## config.mk

```make
export PLATFORM = sky130hd
export DESIGN_NAME = decision_input_debouncer
export DESIGN_NICKNAME = d
export VERILOG_FILES = /design/src/rtl/decision_pkg.sv /design/src/rtl/decision_input_debouncer_sync_chain.sv /design/src/rtl/decision_input_debouncer.sv
export SDC_FILE = /design/constraint.sdc
export NUM_CORES = 1
export LEC_CHECK = 0
export ABC_CLOCK_PERIOD_IN_PS = 4100
export CAP_MARGIN = 20
export CORE_MARGIN = 2
export CORE_UTILIZATION = 40
export DETAILED_ROUTE_END_ITERATION = 16
export PLACE_DENSITY = 0.61
export SLEW_MARGIN = 25
export SYNTH_ARGS = -nofsm -noshare
export SYNTH_HDL_FRONTEND = slang
export SYNTH_HIERARCHICAL = 1
export SYNTH_SLANG_ARGS = --single-unit
```

## constraint.sdc

```tcl
create_clock -name clk -period 4.1 [get_ports clk]
set_input_delay 0.82 -clock clk [delete_from_list [all_inputs] [get_ports clk]]
set_output_delay 0.82 -clock clk [all_outputs]
set_load 0.05 [all_outputs]
```

## src/rtl/decision_pkg.sv

```systemverilog
// Shared types for the decision block input path: debouncer state encoding
// and the decision code width/type.
package decision_pkg;

  typedef enum logic [1:0] {
    UNINIT   = 2'd0,
    SETTLING = 2'd1,
    STABLE   = 2'd2
  } deb_state_e;

  localparam int DECISION_WIDTH = 4;

  typedef logic [DECISION_WIDTH-1:0] decision_code_t;

endpackage

```

## src/rtl/decision_input_debouncer_sync_chain.sv

```systemverilog
// Multi-flop synchroniser for a vector of asynchronous inputs.
// All stages clear to zero on reset.
module sync_chain #(
  parameter int WIDTH  = 4,
  parameter int STAGES = 2
) (
  input  logic             clk,
  input  logic             rst_n,
  input  logic [WIDTH-1:0] d,
  output logic [WIDTH-1:0] q
);

  logic [WIDTH-1:0] stage_reg [STAGES];

  generate
    for (genvar gi = 0; gi < STAGES; gi++) begin : g_stage
      if (gi == 0) begin : g_first
        always_ff @(posedge clk or negedge rst_n) begin
          if (!rst_n) stage_reg[gi] <= '0;
          else        stage_reg[gi] <= d;
        end
      end else begin : g_next
        always_ff @(posedge clk or negedge rst_n) begin
          if (!rst_n) stage_reg[gi] <= '0;
          else        stage_reg[gi] <= stage_reg[gi-1];
        end
      end
    end
  endgenerate

  assign q = stage_reg[STAGES-1];

endmodule

```

## src/rtl/decision_input_debouncer.sv

```systemverilog
// Synchronises and debounces raw inputs into a settled code for the decision block.
// Optional change_count output enabled by DECISION_DEBOUNCE_EVENT_COUNT_EN.
module decision_input_debouncer
  import decision_pkg::*;
#(
  parameter int WIDTH           = DECISION_WIDTH,
  parameter int SYNC_STAGES     = 2,
  parameter int DEBOUNCE_CYCLES = 16
) (
  input  logic             clk,
  input  logic             rst_n,
  input  logic [WIDTH-1:0] raw_in,
  input  logic             sample_en,
  output logic [WIDTH-1:0] code_out,
  output logic             code_valid,
`ifdef DECISION_DEBOUNCE_EVENT_COUNT_EN
  output logic             code_changed,
  output logic [7:0]       change_count
`else
  output logic             code_changed
`endif
);

  localparam int CNT_W = (DEBOUNCE_CYCLES > 1) ? $clog2(DEBOUNCE_CYCLES) : 1;
  localparam logic [CNT_W-1:0] CNT_LAST = CNT_W'(DEBOUNCE_CYCLES - 1);

  logic [WIDTH-1:0] sync_q;

  sync_chain #(
    .WIDTH (WIDTH),
    .STAGES(SYNC_STAGES)
  ) u_sync (
    .clk  (clk),
    .rst_n(rst_n),
    .d    (raw_in),
    .q    (sync_q)
  );

  deb_state_e       state_reg,   state_next;
  logic [WIDTH-1:0] cand_reg,    cand_next;
  logic [CNT_W-1:0] cnt_reg,     cnt_next;
  logic [WIDTH-1:0] code_reg,    code_next;
  logic             valid_reg,   valid_next;
  logic             changed_reg, changed_next;

  always_ff @(posedge clk or negedge rst_n) begin
    if (!rst_n) begin
      state_reg   <= UNINIT;
      cand_reg    <= '0;
      cnt_reg     <= '0;
      code_reg    <= '0;
      valid_reg   <= 1'b0;
      changed_reg <= 1'b0;
    end else begin
      state_reg   <= state_next;
      cand_reg    <= cand_next;
      cnt_reg     <= cnt_next;
      code_reg    <= code_next;
      valid_reg   <= valid_next;
      changed_reg <= changed_next;
    end
  end

  // A mismatch restarts the candidate before any acceptance is considered.
  always_comb begin
    state_next   = state_reg;
    cand_next    = cand_reg;
    cnt_next     = cnt_reg;
    code_next    = code_reg;
    valid_next   = valid_reg;
    changed_next = 1'b0;
    if (sync_q != cand_reg) begin
      cand_next = sync_q;
      cnt_next  = '0;
      if (state_reg != UNINIT) state_next = SETTLING;
    end else if (sample_en && (cnt_reg < CNT_LAST)) begin
      cnt_next = cnt_reg + 1'b1;
    end else if ((cnt_reg == CNT_LAST) && (state_reg != STABLE)) begin
      code_next    = cand_reg;
      state_next   = STABLE;
      valid_next   = 1'b1;
      // Re-accepting the code already on the output after a bounce is silent.
      changed_next = !valid_reg || (cand_reg != code_reg);
    end
  end

  assign code_out     = code_reg;
  assign code_valid   = valid_reg;
  assign code_changed = changed_reg;

`ifdef DECISION_DEBOUNCE_EVENT_COUNT_EN
  logic [7:0] count_reg;

  always_ff @(posedge clk or negedge rst_n) begin
    if (!rst_n)                                count_reg <= '0;
    else if (changed_next && count_reg != 8'hFF) count_reg <= count_reg + 8'd1;
  end

  assign change_count = count_reg;
`endif

endmodule

```

==> flow_metrics.tcl <==
set metrics [dict create \
    status "finished, final reports clean" \
    antenna_found_initial 0 \
    clkLatencyLatePin_ns 0.30 \
    n_antenna_cell 0 \
    fin_crit_sh 0.5756 \
    p_per_area_mw_per_mm2 357.5 \
    final_cell_mix "dfrtp_1 (24), clkdlybuf4s50_1 (11), xnor2_1 (5), xor2_1 (5)" \
    grt_pass1_wl_um 2042 \
    r2r_start "cand_reg[2]$_DFFE_PN0N_" \
    syn-num-nets 78 \
    die_w_um 52.41 \
    clk_pin_slew_worst_paths_ns 0.12 \
    hp-start "u_sync/stage_reg[6]$_DFF_PN0_" \
    synthCells 70 \
    firstDrtPassIters 2 \
    via_per_inst 4.585 \
    cpMaxStageDelayCell "clkdlybuf4s50_1" \
    syn_area_um2 937.1 \
    core_mm2 0.002212 \
    cts_root_buf "clkbuf_4" \
    fin_tns_setup_ns 0 \
    fin_cells 106 \
    slew-limit-headroom 0.6609 \
    gp_congestion 0.7118 \
    cts.sink_count 24 \
    layout_commonest_cell "dfrtp_1" \
    startpoint "code_out[3]$_DFFE_PN0P_" \
    fin_skew_ns 0.003913 \
    placedCellCount 102 \
    cts_resized 0 \
    drcViolationCount 0 \
    wl_per_cell_um 11.23 \
    met1_usage 0.1218 \
    setup_viol 0 \
    grt_use_met3 0.02571 \
    grt_use_total 0.1080 \
    drv_cap 0 \
    vias 486 \
    tightest_slew_ns 0.5086 \
    grt_max_degree 25 \
    worstPathMaxFanout 3 \
    dpl.hpwl_um 844.8 \
    cp.arrival_ns 1.54 \
    hold_buffers 0 \
    rows 17 \
    clock_path_buffers 2 \
    timing.final.crit_period_ns 2.360 \
    required_ns 3.28 \
    nFillCells 212 \
    ir_worst_vdd_mv 0.1917 \
    criticalPathCategory "register to primary output" \
    rsz0062_at_grt "no" \
    post-cts-setup-buffers 0 \
    drv_slew 0 \
    yosys_warnings 6 \
    grt_use_met2 0.1771 \
    cts_tree "done" \
    die_y_um 52.41 \
    die_area_mm2 0.002746 \
    htreeDepth 1 \
    cp_top_family "buffers and inverters" \
    grt_overflow 0 \
    grt_busiest_layer "met2" \
    hp-class "register to register" \
    area_delta_synth_final_pct 15.09 \
    io_pins 13 \
    cp_slowest_stage_delay_ns 0.82 \
    cts_buffers 3 \
    initial_core_util 0.4236 \
    drive_gt1_frac 0.1410 \
    nNetsFinal 87 \
    cp_cell_sequence "clkdlybuf4s50_1" \
    path_buf_inv 1 \
    ys_types 20 \
    ys_ff_latch 24 \
    syn_avg_cell_area_um2 13.39 \
    cp-start-kind "register" \
    endpoint_kind "primary output" \
    ys_seq_area_frac 0.6409 \
    grt_pass1_vias 482 \
    max_freq_mhz 423.8 \
    ant_nets 0 \
    finalHoldViolCount 0 \
    p_leak_nw 0.4966 \
    drt_iter0_drc 3 \
    numPortBuffers 12 \
    routed_wl_um 1190 \
]
-- power by group --
group	switching [W]	total, W	leakage (nW)	internal, W
Sequential	0.00000426	0.000247	0.307	0.000243
Combinational	0.00000929	0.0000184	0.168	0.00000909
Clock	0.0000658	0.000120	0.0210	0.0000541
-- synthesized netlist by cell type --
cell	count	area [um2]
nand3_1	3	15.01
a211o_4	1	17.52
nand2_1	4	15.01
nor2_1	2	7.510
mux2_4	4	60.06
xnor2_1	5	43.79
inv_1	3	11.26
dfrtp_1	24	600.6
clkbuf_1	4	15.01
nand4_2	1	12.51
buf_4	4	30.03
a21oi_1	2	10.01
o21ai_0	1	5.000
nand4_1	1	6.260
nor3_1	2	10.01
a31oi_1	1	6.260
xor2_1	5	43.79
a211oi_1	1	7.510
or2b_1	1	7.510
ha_1	1	12.51
-- final timing paths --
path	cells past startpoint	end	slack (ns)
worst max-delay path	1	code_out[3]	1.74
worst min-delay path	0	u_sync/q[2]$_DFF_PN0_	0.36
worst max register to register	4	code_out[2]$_DFFE_PN0P_	2.39
worst min register to register	0	u_sync/q[2]$_DFF_PN0_	0.36
max in group asynchronous	1	code_valid$_DFFE_PN0P_	3.29
min in group asynchronous	1	u_sync/stage_reg[7]$_DFF_PN0_	0.47
-- layout make-up --
class	count	area, um2	area share
inverters	3	11.26	0.01044
repair buffers	12	115.1	0.1067
multi-input cells	35	280.3	0.2599
well taps	28	35.03	0.03248
flip-flops and latches	24	600.6	0.5568
clock buffers	4	36.28	0.03364
-- cell families after synthesis --
group,Yosys count,synth area share
AOI/OAI and AO/OA,6,0.04941
xor gates and xnor gates,10,0.09345
adders and majority gates,1,0.01335
buffers and inverters,11,0.06008
DFF,24,0.6409
muxes,4,0.06409
and+or+nand+nor,14,0.07877
-- through the flow --
step	hold WS [ns]	setup slack (ns)	total power, W	area (um2)	util
global placement	0.3311	2.005	0.0002710	1047	0.4734
detailed placement	0.3364	1.972	0.0002717	1047	0.4734
finish	0.3630	1.740	0.0003855	1079	0.4876
global route	0.3750	1.680	0.0004037	1079	0.4876
floorplan	0.3312	2.476	0.0002630	937.1	-
CTS	0.3658	1.719	0.0003913	1084	0.4898
-- per-layer routing --
metal	share of wire	vias up
met5	0	-
met4	0.013	0
met3	0.036	2
met2	0.46	9
met1	0.49	233
li1	-	242
Note: power is estimated with default switching activity, not from simulation.
